===== config.mk =====
export PLATFORM = sky130hd
export DESIGN_NAME = adc_dual_serial_reader_flat
export DESIGN_NICKNAME = d
export VERILOG_FILES = /design/src/rtl/adc_dual_serial_reader_pkg.sv /design/src/rtl/adc_dual_serial_reader_if.sv /design/src/rtl/adc_dual_serial_reader_shift_chan.sv /design/src/rtl/adc_dual_serial_reader.sv /design/src/flat_wrapper.sv
export SDC_FILE = /design/constraint.sdc
export NUM_CORES = 1
export LEC_CHECK = 0
export CORE_MARGIN = 4
export CORE_UTILIZATION = 45
export DETAILED_ROUTE_END_ITERATION = 12
export GPL_ROUTABILITY_DRIVEN = 0
export GPL_TIMING_DRIVEN = 1
export PLACE_DENSITY = 0.67
export SLEW_MARGIN = 20
export SYNTH_ARGS = -nofsm -noshare
export SYNTH_HDL_FRONTEND = slang
export SYNTH_SLANG_ARGS = --single-unit
export TNS_END_PERCENT = 10

===== constraint.sdc =====
create_clock -name clk -period 4.42 [get_ports clk]
set_input_delay 0.442 -clock clk [delete_from_list [all_inputs] [get_ports clk]]
set_output_delay 0.442 -clock clk [all_outputs]
set_load 0.02 [all_outputs]

===== src/rtl/adc_dual_serial_reader_pkg.sv =====
// Shared types and sizing helpers for the dual serial ADC reader.
package adc_reader_pkg;

    localparam int unsigned NBITS_DEF      = 14;
    localparam int unsigned LEAD_ZEROS_DEF = 2;
    localparam int unsigned CLK_DIV_DEF    = 2;
    localparam int unsigned CS_SETUP_DEF   = 2;

    typedef enum logic [1:0] {
        IDLE,
        SETUP,
        SHIFT,
        QUIET
    } state_t;

    function automatic int unsigned frame_len(input int unsigned nbits, input int unsigned lead);
        return nbits + lead;
    endfunction

    // Counter width able to hold 0..n-1, never narrower than one bit.
    function automatic int unsigned cnt_width(input int unsigned n);
        return (n < 2) ? 1 : $clog2(n);
    endfunction

endpackage


===== src/rtl/adc_dual_serial_reader_if.sv =====
// Controller/ADC-pin bundle of the dual serial ADC reader; slave = reader, master = its environment.
interface adc_dual_serial_reader_if
    import adc_reader_pkg::*;
#(
    parameter int unsigned NBITS = NBITS_DEF
);
    logic             CE;
    logic             trigger;
    logic             adc_cs_n;
    logic             adc_sclk;
    logic             adc_sdo1;
    logic             adc_sdo2;
    logic [NBITS-1:0] Vdc1;
    logic [NBITS-1:0] Vdc2;
    logic             data_valid;
    logic             busy;
    logic             frame_err;
    logic             overrun;

    modport slave (
        input  CE, trigger, adc_sdo1, adc_sdo2,
        output adc_cs_n, adc_sclk, Vdc1, Vdc2, data_valid, busy, frame_err, overrun
    );

    modport master (
        output CE, trigger, adc_sdo1, adc_sdo2,
        input  adc_cs_n, adc_sclk, Vdc1, Vdc2, data_valid, busy, frame_err, overrun
    );
endinterface


===== src/rtl/adc_dual_serial_reader_shift_chan.sv =====
// One ADC channel: frame shift register, leading-zero check and output code register.
// Optional averaging of consecutive accepted codes when ADC_AVG_EN is defined.
module adc_shift_chan
    import adc_reader_pkg::*;
#(
    parameter int unsigned NBITS      = NBITS_DEF,
    parameter int unsigned LEAD_ZEROS = LEAD_ZEROS_DEF
)(
    input  logic             clk_i,
    input  logic             rst_i,
    input  logic             sdo_i,
    input  logic             shift_en_i,
    input  logic             accept_i,
    output logic             lead_err_o,
    output logic [NBITS-1:0] data_o
);
    localparam int unsigned FRAME_LEN = frame_len(NBITS, LEAD_ZEROS);

    logic [FRAME_LEN-1:0] sr_q, sr_d;
    logic [NBITS-1:0]     data_q, data_d;
    logic [NBITS-1:0]     raw;

    assign raw    = sr_q[NBITS-1:0];
    assign sr_d   = {sr_q[FRAME_LEN-2:0], sdo_i};
    assign data_o = data_q;

    generate
        if (LEAD_ZEROS > 0) begin : g_lead
            assign lead_err_o = |sr_q[FRAME_LEN-1 -: LEAD_ZEROS];
        end else begin : g_nolead
            assign lead_err_o = 1'b0;
        end
    endgenerate

    always_ff @(posedge clk_i or posedge rst_i) begin
        if (rst_i) begin
            sr_q <= '0;
        end else if (shift_en_i) begin
            sr_q <= sr_d;
        end
    end

`ifdef ADC_AVG_EN
    logic [NBITS-1:0] prev_q;
    logic             have_prev_q;
    logic [NBITS:0]   sum;

    assign sum = {1'b0, raw} + {1'b0, prev_q};

    // First accepted frame after reset has no history and passes through raw.
    always_comb begin
        data_d = raw;
        if (have_prev_q) begin
            data_d = sum[NBITS:1];
        end
    end

    always_ff @(posedge clk_i or posedge rst_i) begin
        if (rst_i) begin
            prev_q      <= '0;
            have_prev_q <= 1'b0;
        end else if (accept_i) begin
            prev_q      <= raw;
            have_prev_q <= 1'b1;
        end
    end
`else
    assign data_d = raw;
`endif

    always_ff @(posedge clk_i or posedge rst_i) begin
        if (rst_i) begin
            data_q <= '0;
        end else if (accept_i) begin
            data_q <= data_d;
        end
    end

endmodule


===== src/rtl/adc_dual_serial_reader.sv =====
// Dual simultaneous-sampling serial ADC reader: shared CS/SCLK, one frame per trigger.
// Build option ADC_AVG_EN enables per-channel averaging of consecutive accepted codes.
module adc_dual_serial_reader
    import adc_reader_pkg::*;
#(
    parameter int unsigned NBITS      = NBITS_DEF,
    parameter int unsigned LEAD_ZEROS = LEAD_ZEROS_DEF,
    parameter int unsigned CLK_DIV    = CLK_DIV_DEF,
    parameter int unsigned CS_SETUP   = CS_SETUP_DEF
)(
    input logic                  clk,
    input logic                  rst,
    adc_dual_serial_reader_if.slave bus
);
    localparam int unsigned FRAME_LEN = frame_len(NBITS, LEAD_ZEROS);
    localparam int unsigned CNT_MAX   = (CLK_DIV > CS_SETUP) ? CLK_DIV : CS_SETUP;
    localparam int unsigned CNT_W     = cnt_width(CNT_MAX);
    localparam int unsigned BIT_W     = cnt_width(FRAME_LEN);

    localparam logic [CNT_W-1:0] DIV_LAST   = CNT_W'(CLK_DIV - 1);
    localparam logic [CNT_W-1:0] SETUP_LAST = CNT_W'(CS_SETUP - 1);
    localparam logic [CNT_W-1:0] HOLD_LAST  = CNT_W'(CLK_DIV - 2);
    localparam logic [BIT_W-1:0] BIT_LAST   = BIT_W'(FRAME_LEN - 1);

    state_t           state_q;
    logic [CNT_W-1:0] cnt_q;
    logic [BIT_W-1:0] bit_q;
    logic             cs_n_q, sclk_q, busy_q;
    logic             valid_q, ferr_q, ovr_q, trig_drop_q;

    logic div_done, last_bit, shift_en, commit, frame_ok;
    logic err1, err2;

    assign div_done = (cnt_q == DIV_LAST);
    assign last_bit = (bit_q == BIT_LAST);
    assign shift_en = bus.CE && (state_q == SHIFT) && !sclk_q && div_done;
    assign commit   = bus.CE && (state_q == QUIET);
    assign frame_ok = !(err1 || err2);

    // QUIET occupies the final clk of the last SCLK-high half, so results and CS release
    // land exactly CLK_DIV clks after the last rising SCLK and IDLE is reached on that edge.
    always_ff @(posedge clk or posedge rst) begin
        if (rst) begin
            state_q     <= IDLE;
            cnt_q       <= '0;
            bit_q       <= '0;
            cs_n_q      <= 1'b1;
            sclk_q      <= 1'b1;
            busy_q      <= 1'b0;
            valid_q     <= 1'b0;
            ferr_q      <= 1'b0;
            ovr_q       <= 1'b0;
            trig_drop_q <= 1'b0;
        end else if (bus.CE) begin
            valid_q     <= 1'b0;
            ferr_q      <= 1'b0;
            trig_drop_q <= (state_q != IDLE) && bus.trigger;
            ovr_q       <= trig_drop_q;
            case (state_q)
                IDLE: begin
                    if (bus.trigger) begin
                        state_q <= SETUP;
                        cs_n_q  <= 1'b0;
                        busy_q  <= 1'b1;
                        cnt_q   <= '0;
                    end
                end
                SETUP: begin
                    if (cnt_q == SETUP_LAST) begin
                        state_q <= SHIFT;
                        sclk_q  <= 1'b0;
                        cnt_q   <= '0;
                        bit_q   <= '0;
                    end else begin
                        cnt_q <= cnt_q + CNT_W'(1);
                    end
                end
                SHIFT: begin
                    if (!sclk_q) begin
                        if (div_done) begin
                            sclk_q <= 1'b1;
                            cnt_q  <= '0;
                            if (CLK_DIV == 1 && last_bit) begin
                                state_q <= QUIET;
                            end
                        end else begin
                            cnt_q <= cnt_q + CNT_W'(1);
                        end
                    end else if (last_bit) begin
                        if (cnt_q == HOLD_LAST) begin
                            state_q <= QUIET;
                        end else begin
                            cnt_q <= cnt_q + CNT_W'(1);
                        end
                    end else if (div_done) begin
                        sclk_q <= 1'b0;
                        cnt_q  <= '0;
                        bit_q  <= bit_q + BIT_W'(1);
                    end else begin
                        cnt_q <= cnt_q + CNT_W'(1);
                    end
                end
                QUIET: begin
                    state_q <= IDLE;
                    cs_n_q  <= 1'b1;
                    busy_q  <= 1'b0;
                    valid_q <= frame_ok;
                    ferr_q  <= !frame_ok;
                end
                default: state_q <= IDLE;
            endcase
        end
    end

    adc_shift_chan #(
        .NBITS      (NBITS),
        .LEAD_ZEROS (LEAD_ZEROS)
    ) ch1 (
        .clk_i      (clk),
        .rst_i      (rst),
        .sdo_i      (bus.adc_sdo1),
        .shift_en_i (shift_en),
        .accept_i   (commit && frame_ok),
        .lead_err_o (err1),
        .data_o     (bus.Vdc1)
    );

    adc_shift_chan #(
        .NBITS      (NBITS),
        .LEAD_ZEROS (LEAD_ZEROS)
    ) ch2 (
        .clk_i      (clk),
        .rst_i      (rst),
        .sdo_i      (bus.adc_sdo2),
        .shift_en_i (shift_en),
        .accept_i   (commit && frame_ok),
        .lead_err_o (err2),
        .data_o     (bus.Vdc2)
    );

    assign bus.adc_cs_n   = cs_n_q;
    assign bus.adc_sclk   = sclk_q;
    assign bus.busy       = busy_q;
    assign bus.data_valid = valid_q;
    assign bus.frame_err  = ferr_q;
    assign bus.overrun    = ovr_q;

endmodule


===== src/flat_wrapper.sv =====
// flat-port wrapper written by rule: the top's interface ports become plain ports
module adc_dual_serial_reader_flat import adc_reader_pkg::*;
#(
    parameter int unsigned NBITS      = NBITS_DEF,
    parameter int unsigned LEAD_ZEROS = LEAD_ZEROS_DEF,
    parameter int unsigned CLK_DIV    = CLK_DIV_DEF,
    parameter int unsigned CS_SETUP   = CS_SETUP_DEF
)
  (clk, rst, bus_CE, bus_trigger, bus_adc_sdo1, bus_adc_sdo2, bus_adc_cs_n, bus_adc_sclk, bus_Vdc1, bus_Vdc2, bus_data_valid, bus_busy, bus_frame_err, bus_overrun);
  adc_dual_serial_reader_if #(.NBITS(NBITS)) bus_i ();
  input logic clk;
  input logic rst;
  input wire logic [$bits(bus_i.CE)-1:0] bus_CE;
  input wire logic [$bits(bus_i.trigger)-1:0] bus_trigger;
  input wire logic [$bits(bus_i.adc_sdo1)-1:0] bus_adc_sdo1;
  input wire logic [$bits(bus_i.adc_sdo2)-1:0] bus_adc_sdo2;
  output wire logic [$bits(bus_i.adc_cs_n)-1:0] bus_adc_cs_n;
  output wire logic [$bits(bus_i.adc_sclk)-1:0] bus_adc_sclk;
  output wire logic [$bits(bus_i.Vdc1)-1:0] bus_Vdc1;
  output wire logic [$bits(bus_i.Vdc2)-1:0] bus_Vdc2;
  output wire logic [$bits(bus_i.data_valid)-1:0] bus_data_valid;
  output wire logic [$bits(bus_i.busy)-1:0] bus_busy;
  output wire logic [$bits(bus_i.frame_err)-1:0] bus_frame_err;
  output wire logic [$bits(bus_i.overrun)-1:0] bus_overrun;
  assign bus_i.CE = bus_CE;
  assign bus_i.trigger = bus_trigger;
  assign bus_i.adc_sdo1 = bus_adc_sdo1;
  assign bus_i.adc_sdo2 = bus_adc_sdo2;
  assign bus_adc_cs_n = bus_i.adc_cs_n;
  assign bus_adc_sclk = bus_i.adc_sclk;
  assign bus_Vdc1 = bus_i.Vdc1;
  assign bus_Vdc2 = bus_i.Vdc2;
  assign bus_data_valid = bus_i.data_valid;
  assign bus_busy = bus_i.busy;
  assign bus_frame_err = bus_i.frame_err;
  assign bus_overrun = bus_i.overrun;
  adc_dual_serial_reader #(.NBITS(NBITS), .LEAD_ZEROS(LEAD_ZEROS), .CLK_DIV(CLK_DIV), .CS_SETUP(CS_SETUP)) u_core (.clk(clk), .rst(rst), .bus(bus_i));
endmodule

==> impl_metrics.toml, run 1 <==
[clocking]
ctsLongestPathBuffers = 2
clock_latency_ns = 0.34
hold_buffers = 0
tritoncts.num_buffers = 9
clock_tree.htree_level_count = 3
worst_setup_hold_path_clk_slew_ns = 0.08
post_cts.resized_instances = 0
clock_tree.root_cell = "clkbuf_8"
clock-sinks = 74
tritoncts = "built"
cts_setup_buffers = 0

[setup_path]
worstReg2RegStart = "u_core.state_q[0]"
timing_worst_setup_path_type = "reg2reg"
worstRegToRegCells = 5
cp_data_required_time_ns = 4.64
worstPathBufferInverterCount = 1
path_delay_family = "simple AND/OR/NAND/NOR gates"
cp_slowest_cell = "or2_2"
arrival_ns = 2.58
critical_path.startpoint_type = "flop"
crit_path_end = "u_core.ch2.sr_q[4]"
worst_r2r_endpoint = "u_core.ch2.sr_q[4]"
cpPeakStageDelay_ns = 0.83
regToRegSetupSlack_ns = 2.06
cp_num_cells = 5
path_max_fanout = 32
cp-startpoint = "u_core.state_q[0]"
crit_chain = "inv_1 -> ha_1 -> nand3_1 -> or2_2 -> mux2_2"
cp-end-kind = "flop"

[synthesis]
post_synthesis_sequential_area_ratio = 0.586
postSynthRegisterBits = 74
main_combinational_cell_family_by_area_after_synthesis = "multiplexers"
synth-simple-area-share = 0.0467
synth_adder_area_share = 0.0237
fraction_of_synthesized_cell_area_in_xor_and_xnor_cells = 0
synthMuxAreaShare = 0.256
synth.avg_cell_area_um2 = 15.0
synth_flop_cell = "dfrtp_1"
synth-async-reset-ratio = 1.00
yosysUniqueCellTypes = 30
synth_cells = 211
synthesis.nets = 223
synth_compound_gate_area_share = 0.0542
synth-edff-count = 0
ys.warnings.count = 0
mappedNetlistArea_mm2 = 0.00316

[timing]
totalNegativeSetupSlack_ns = 0
period_minus_slack_ns = 2.36
timing.slew.headroom = 0.291
maxClockFrequency_mhz = 424
timing.final.crit_share = 0.533
final_hold_viol_count = 0
least_margin_pin_slew_ns = 1.06
unrepaired_setup_endpoints_after_global_routing = "false"
final_max_slew_viol_count = 0
worst_hold_slack_ns = 0.440
clock_skew_ns = 0.00956
setup_viol = 0

[global_route]
track_usage = 0.141
globalRouteOverflowTotal = 0
pin_count_of_the_biggest_net_entering_global_routing = 52
number_of_antenna_violations_at_the_first_check_in_global_routing = 0
grt_first_pass_wirelength_mm = 9.48
first_global_vias = 1934

[floorplanning]
die_footprint_mm2 = 0.00843
design.portCount = 40
fp-row-count = 30
initial_utilization = 0.466
core_mm2 = 0.00679
die_x_um = 91.8
floorplan.die.height_um = 91.8

[routing]
postRouteAntennaNets = 0
post-route-drc-count = 0
detail_route.wirelength_mm = 5.34
via_count = 1764
dr.first_iter.drc_count = 56
first_pass_iters = 4
viasPerCell = 4.97
avgRoutedWirePerCell_um = 15.0

[cells_and_area]
num-nets-final = 266
area_growth_pct = 21.1
layout_commonest_cell = "dfrtp_1"
layout_cells_sized_above_1 = 0.293
instances_no_fill = 355
layout.cells.most_common_list = "dfrtp_1 (72), clkdlybuf4s50_1 (39), mux2_4 (30)"
diodes = 0
design_area_mm2 = 0.00383

[job]
max-cap-violations = 0

[power]
power_density_mw_per_mm2 = 495
fin_total_pwr_w = 0.00190
intPower_w = 0.00133
p_comb_frac = 0.253
p_sw_frac = 0.300
clock_power_share = 0.307
switching_power_w = 0.000569
pwr-share-seq = 0.440
p_leak_nw = 1.90
irDropWorstVdd_mv = 0.249

[placed_design]
cell_area_after_placement_mm2 = 0.00360
placed_cells = 339
place_hpwl_mm = 3.56
io_buffers = 39

[outcome]
run_status = "finished clean"

[min_path]
hold_class = "in2async"
==> registers in the layout (all words and copies together), names as in the netlist <==
signal	flops
u_core.state_q	2
u_core.ch1.sr_q	16
u_core.bus.busy	1
u_core.cnt_q	1
u_core.ch1.data_o	14
u_core.ch2.data_o	14
u_core.bus.data_valid	1
u_core.bus.frame_err	1
u_core.bus.adc_sclk	1
u_core.ch2.sr_q	16
u_core.bus.overrun	1
u_core.trig_drop_q	1
u_core.bus.adc_cs_n	1
u_core.bit_q	4
==> per-stage QoR <==
stage | utilization | setup slack, ns
floorplan | - | 2.10
global placement | 0.530 | 1.81
detailed placement | 0.530 | 1.76
CTS | 0.564 | 2.06
global route | 0.564 | 1.86
finish | 0.564 | 2.06
==> worst min-delay path by stage <==
stage	slack (ns)	depth (start not counted)	endpoint
after floorplan	0.45	1	u_core.trig_drop_q
after CTS	0.44	2	u_core.ch2.sr_q[9]
after global routing	0.47	2	u_core.ch1.data_o[6]
after detailed placement	0.48	1	u_core.ch1.data_o[3]
after global placement	0.47	1	u_core.trig_drop_q
final	0.44	2	u_core.ch2.data_o[8]
==> logic make-up (layout without fill, tap and decap cells) <==
group / count (synthesis) / in the layout
mux: 62 / 62
flops: 74 / 74
compound gates: 27 / 27
simple gates: 28 / 28
buf+inv: 14 / 62
fa+ha+maj: 6 / 6
==> synth_stat cells (3+ instances only) <==
| master | instances | area, µm² |
|---|---|---|
| nor2_1 | 3 | 11.3 |
| mux2_4 | 30 | 450 |
| nand2_1 | 7 | 26.3 |
| buf_6 | 6 | 67.6 |
| mux2_2 | 23 | 259 |
| a21oi_1 | 7 | 35.0 |
| nand3_1 | 6 | 30.0 |
| ha_1 | 6 | 75.1 |
| nand2b_1 | 5 | 31.3 |
| mux2_1 | 9 | 101 |
| o21ai_0 | 9 | 45.0 |
| dfrtp_1 | 72 | 1800 |
| inv_1 | 5 | 18.8 |
==> power groups by stage <==
stage	Combinational (W)	Sequential, W	Clock (W)
global placement	0.000475	0.000845	0
detailed placement	0.000483	0.000848	0
finish	0.000480	0.000834	0.000583
floorplan	0.000302	0.000880	0
CTS	0.000488	0.000836	0.000599
global route	0.000531	0.000848	0.000633
==> cell type report <==
cell class / count / area (µm²)
sequential: 74 / 1850
clock buffer: 10 / 138
multi-input combinational: 123 / 1200
clock inverter: 6 / 90.1
tap: 96 / 120
fill: 567 / 2960
inverter: 5 / 18.8
timing repair buffer: 41 / 405
==> metal layers <==
layer	track usage	share of wire	vias to the layer above	routed length, µm
li1	-	-	837	-
met1	0.194	0.49	882	2590
met2	0.206	0.46	37	2470
met3	0.0492	0.039	8	211
met4	0.0557	0.013	0	68
met5	0	0	-	0
No activity file was read; power rests on OpenSTA's default activity.
==> inputs of run 2 (changes only) <==
Clock period 4.42 ns to 2.44 ns, I/O delays scaled along.
==> run 2 against run 1 <==
Net effect: sequential share of layout area unchanged; worst hold slack got worse by 0.17 ns; highest routed layer unchanged; critical path depth increased by 1; cell count increased by 0.85%; power increased by 74%.
==> impl_metrics.toml, run 2 (synthesis gave the netlist of run 1 again) <==
[power]
switching_power_w = 0.00100
p_comb_frac = 0.268
p_sw_frac = 0.304
irDropWorstVdd_mv = 0.476
intPower_w = 0.00230
p_leak_nw = 1.91
pwr-share-seq = 0.458
clock_power_share = 0.274
power_density_mw_per_mm2 = 862

[routing]
first_pass_iters = 4
avgRoutedWirePerCell_um = 15.1
post-route-drc-count = 0
via_count = 1812
viasPerCell = 5.06
detail_route.wirelength_mm = 5.39
wirelength_met1_mm = 2.70
route.met3.wl_um = 235
dr.first_iter.drc_count = 114
met2_wirelength_mm = 2.34
postRouteAntennaNets = 0
highest-signal-layer = "met4"

[setup_path]
worstPathBufferInverterCount = 2
path_max_fanout = 32
cp-end-kind = "flop"
timing_worst_setup_path_type = "reg2reg"
cp_slowest_cell = "dfrtp_1"
critical_path.startpoint_type = "flop"
arrival_ns = 2.41
crit_chain = "inv_1 -> ha_1 -> nand3_1 -> or2_2 -> buf_4 -> mux2_4"
path_delay_family = "buffers and inverters"
cp_data_required_time_ns = 2.66
cpPeakStageDelay_ns = 0.42

[cells_and_area]
fillerInstances = 578
layout_commonest_cell = "dfrtp_1"
area_growth_pct = 21.1
instances_no_fill = 358
diodes = 0
layout.cells.most_common_list = "dfrtp_1 (72), clkdlybuf4s50_1 (39), mux2_4 (30)"
reg.largest.list = "u_core.ch1.sr_q x16, u_core.ch2.sr_q x16"
design_area_mm2 = 0.00383
layout_cells_sized_above_1 = 0.294
num-nets-final = 270

[timing]
maxClockFrequency_mhz = 456
setup_viol = 0
worst_hold_slack_ns = 0.266
least_margin_pin_slew_ns = 0.572
final_hold_viol_count = 0
unrepaired_setup_endpoints_after_global_routing = "false"
totalNegativeSetupSlack_ns = 0
clock_skew_ns = 0.00559
timing.slew.headroom = 0.618
period_minus_slack_ns = 2.19
timing.final.crit_share = 0.898
final_max_slew_viol_count = 0

[clocking]
clock_tree.htree_level_count = 3
hold_buffers = 0
clock-sinks = 74
tritoncts = "built"
clock_tree.root_cell = "clkbuf_8"
clock_latency_ns = 0.33
worst_setup_hold_path_clk_slew_ns = 0.07
cts_setup_buffers = 0
tritoncts.num_buffers = 9
ctsLongestPathBuffers = 2
post_cts.resized_instances = 0

[floorplanning]
design.portCount = 40
core_mm2 = 0.00679
initial_utilization = 0.466
fp-row-count = 30
floorplan.die.height_um = 91.8
die_x_um = 91.8
die_footprint_mm2 = 0.00843

[job]
max-cap-violations = 0

[placed_design]
cell_area_after_placement_mm2 = 0.00365
placed_cells = 343
io_buffers = 39
place_hpwl_mm = 3.55

[global_route]
pin_count_of_the_biggest_net_entering_global_routing = 33
grt_first_pass_wirelength_mm = 9.36
number_of_antenna_violations_at_the_first_check_in_global_routing = 0
globalRouteOverflowTotal = 0
track_usage = 0.140
first_global_vias = 1941

[outcome]
run_status = "finished clean"

[min_path]
hold_class = "in2async"
-- run 2: cell types whose count changed in the layout (fill, tap and decap cells not counted) --
cell        previous run  this run
clkinvlp_4             1         0
bufinv_16              2         1
clkinv_2               1         2
clkbuf_1               0         2
clkinv_4               2         0
buf_4                  2         5
buf_12                 0         1
-- run 2: stage by stage --
step	utilization	power (W)	setup slack, ns
floorplan	-	0.00214	0.318
global placement	0.537	0.00239	0.382
detailed placement	0.537	0.00242	0.306
CTS	0.564	0.00334	0.275
global route	0.564	0.00350	0.102
finish	0.564	0.00330	0.248
-- run 2: worst reg2reg max path, delay by kind of cell (launching register included) --
family	cells	cell delay [ns]
simple gates	2	0.43
mux	1	0.39
flops	1	0.42
fa+ha+maj	1	0.41
buf+inv	2	0.43
-- run 2: cell type report --
type / count / area (µm²) / area share
clock buffer: 12 / 145 / 0.0379
clock inverter: 3 / 40.0 / 0.0105
inverter: 5 / 18.8 / 0.00490
multi-input combinational: 123 / 1200 / 0.315
sequential: 74 / 1850 / 0.484
tap: 96 / 120 / 0.0314
timing repair buffer: 45 / 448 / 0.117
-- run 2: power groups by stage --
stage,registers (W),logic [W],clock network [W]
4_1_cts,0.00151,0.000890,0.000938
6_report,0.00151,0.000885,0.000907
3_5_place_dp,0.00153,0.000886,0
2_1_floorplan,0.00159,0.000547,0
3_3_place_gp,0.00153,0.000864,0
5_1_grt,0.00154,0.000962,0.000997
-- run 2: path summary, 6_finish.rpt --
path                       cells past startpoint             startpoint  slack (ns)                     to
setup / recovery                               6      u_core.state_q[0]        0.25     u_core.ch1.sr_q[7]
hold / removal                                 2                    rst        0.27     u_core.trig_drop_q
setup reg to reg                               6      u_core.state_q[0]        0.25     u_core.ch1.sr_q[7]
hold reg to reg                                1  u_core.bus.data_valid        0.48  u_core.bus.data_valid
max in group asynchronous                      4                    rst        1.40   u_core.ch2.data_o[5]
min in group clk                               1  u_core.bus.data_valid        0.48  u_core.bus.data_valid
-- run 2: layer usage --
layer,vias to the layer above,GRT usage
li1,844,-
met1,912,0.201
met2,45,0.203
met3,11,0.0304
met4,0,0.0668
met5,-,0
==> inputs of run 3 (changes only) <==
Settings changed: CORE_UTILIZATION 45 to 55, PLACE_DENSITY 0.67 to 0.79.
==> run 3 against run 2 <==
Net effect: clock skew about the same; cell count is 6.4% lower; worst hold slack improved by 0.048 ns; sequential power barely moved; sequential cell count unchanged; sequential share of layout area shrank 0.79 points; highest routed layer unchanged.
==> impl_metrics.toml, run 3 (synthesis gave the netlist of run 1 again) <==
[timing]
least_margin_pin_slew_ns = 0.379
maxClockFrequency_mhz = 538
timing.final.crit_share = 0.761
setup_viol = 0
final_hold_viol_count = 0
totalNegativeSetupSlack_ns = 0
clock_skew_ns = 0.00520
timing.slew.headroom = 0.747
final_max_slew_viol_count = 0
period_minus_slack_ns = 1.86
setup_ws_ns = 0.582
unrepaired_setup_endpoints_after_global_routing = "false"

[placed_design]
place_hpwl_mm = 3.52
io_buffers = 39
detailedPlace.worstSlack_ns = 0.539
cell_area_after_placement_mm2 = 0.00363
placed_cells = 319

[routing]
via_count = 1813
avgRoutedWirePerCell_um = 16.4
detail_route.wirelength_mm = 5.50
postRouteAntennaNets = 0
first_pass_iters = 4
viasPerCell = 5.41
post-route-drc-count = 0
dr.first_iter.drc_count = 113

[power]
p_leak_nw = 1.95
p_comb_frac = 0.248
irDropWorstVdd_mv = 0.496
clock_power_share = 0.339
p_sw_frac = 0.281
switching_power_w = 0.00103
intPower_w = 0.00263
pwr-share-seq = 0.414
fin_total_pwr_w = 0.00366
power_density_mw_per_mm2 = 940

[floorplanning]
design.portCount = 40
initial_utilization = 0.571
floorplan.die.height_um = 83.8
die_footprint_mm2 = 0.00703
fp-row-count = 27
die_x_um = 83.8
core_mm2 = 0.00554

[setup_path]
cp_data_required_time_ns = 2.66
cp-end-kind = "flop"
critical_path.startpoint_type = "flop"
path_max_fanout = 11
timing_worst_setup_path_type = "reg2reg"
arrival_ns = 2.08

[clocking]
clock_latency_ns = 0.34
tritoncts.num_buffers = 9
worst_setup_hold_path_clk_slew_ns = 0.07
cts_setup_buffers = 0
tritoncts = "built"
ctsLongestPathBuffers = 2
clock_tree.root_cell = "clkbuf_8"
hold_buffers = 0
clock-sinks = 74
clock_tree.htree_level_count = 3
post_cts.resized_instances = 0

[cells_and_area]
design_area_mm2 = 0.00389
diodes = 0
layout.cells.most_common_list = "dfrtp_1 (72), clkdlybuf4s50_1 (39), mux2_4 (30)"
area_growth_pct = 23.1
fillerInstances = 392
reg.largest.list = "u_core.ch1.sr_q x16, u_core.ch2.sr_q x16"
layout_cells_sized_above_1 = 0.300
num-nets-final = 270
layout_commonest_cell = "dfrtp_1"
instances_no_fill = 335

[global_route]
globalRouteOverflowTotal = 0
pin_count_of_the_biggest_net_entering_global_routing = 75
first_global_vias = 1916
grt_first_pass_wirelength_mm = 9.64
number_of_antenna_violations_at_the_first_check_in_global_routing = 0
track_usage = 0.174

[outcome]
run_status = "finished clean"

[min_path]
hold_class = "in2async"

[job]
max-cap-violations = 0
## run 3: cell count changes in the layout (fill, tap and decap cells not counted)
cell / before / now
bufinv_16: 1 / 4
buf_4: 5 / 4
clkbuf_1: 2 / 1
buf_12: 1 / 2
clkinv_2: 2 / 1
## run 3: per-layer routing
layer	vias up	GRT usage	routed length (µm)
li1	846	-	-
met1	914	0.236	2580
met2	47	0.258	2610
met3	6	0.0523	258
met4	0	0.0760	56
met5	-	0	0
## run 3: cell type report
cell class / count / area (µm²) / share of cell area
Inverter: 5 / 18.8 / 0.00482
Sequential cell: 74 / 1850 / 0.476
Clock buffer: 11 / 141 / 0.0363
Multi-Input combinational cell: 123 / 1200 / 0.309
Timing Repair Buffer: 45 / 460 / 0.118
Tap cell: 72 / 90.1 / 0.0231
Clock inverter: 5 / 125 / 0.0321
## run 3: worst paths after layout
path | startpoint | to | slack (ns) | cells past startpoint
min | rst | u_core.bus.frame_err | 0.31 | 3
min in group clk | u_core.bus.frame_err | u_core.bus.frame_err | 0.49 | 1
max | u_core.state_q[0] | u_core.bit_q[1] | 0.58 | 7
min reg2reg | u_core.bus.frame_err | u_core.bus.frame_err | 0.49 | 1
max reg2reg | u_core.state_q[0] | u_core.bit_q[1] | 0.58 | 7
max in group asynchronous | rst | u_core.bus.adc_sclk | 1.80 | 3
## run 3: worst max-delay path, stage by stage (launching register included)
cell and delay (ns):
dfrtp_1 0.42, inv_1 0.11, ha_1 0.23, buf_4 0.18, nor2_1 0.20, a21o_1 0.15
nand3_1 0.11, o311ai_0 0.36
## run 3: per-stage QoR
step	util	hold slack [ns]
global placement	0.655	0.464
detailed placement	0.655	0.478
finish	0.703	0.313
floorplan	-	0.393
CTS	0.703	0.317
global route	0.703	0.326
## run 3: power by group through the flow
| stage | Combinational, W | Sequential [W] | Clock (W) |
|---|---|---|---|
| after global routing | 0.000995 | 0.00154 | 0.00132 |
| after CTS | 0.000914 | 0.00151 | 0.00126 |
| after floorplan | 0.000547 | 0.00159 | 0 |
| after detailed placement | 0.000905 | 0.00153 | 0 |
| final | 0.000906 | 0.00151 | 0.00124 |
| after global placement | 0.000876 | 0.00153 | 0 |
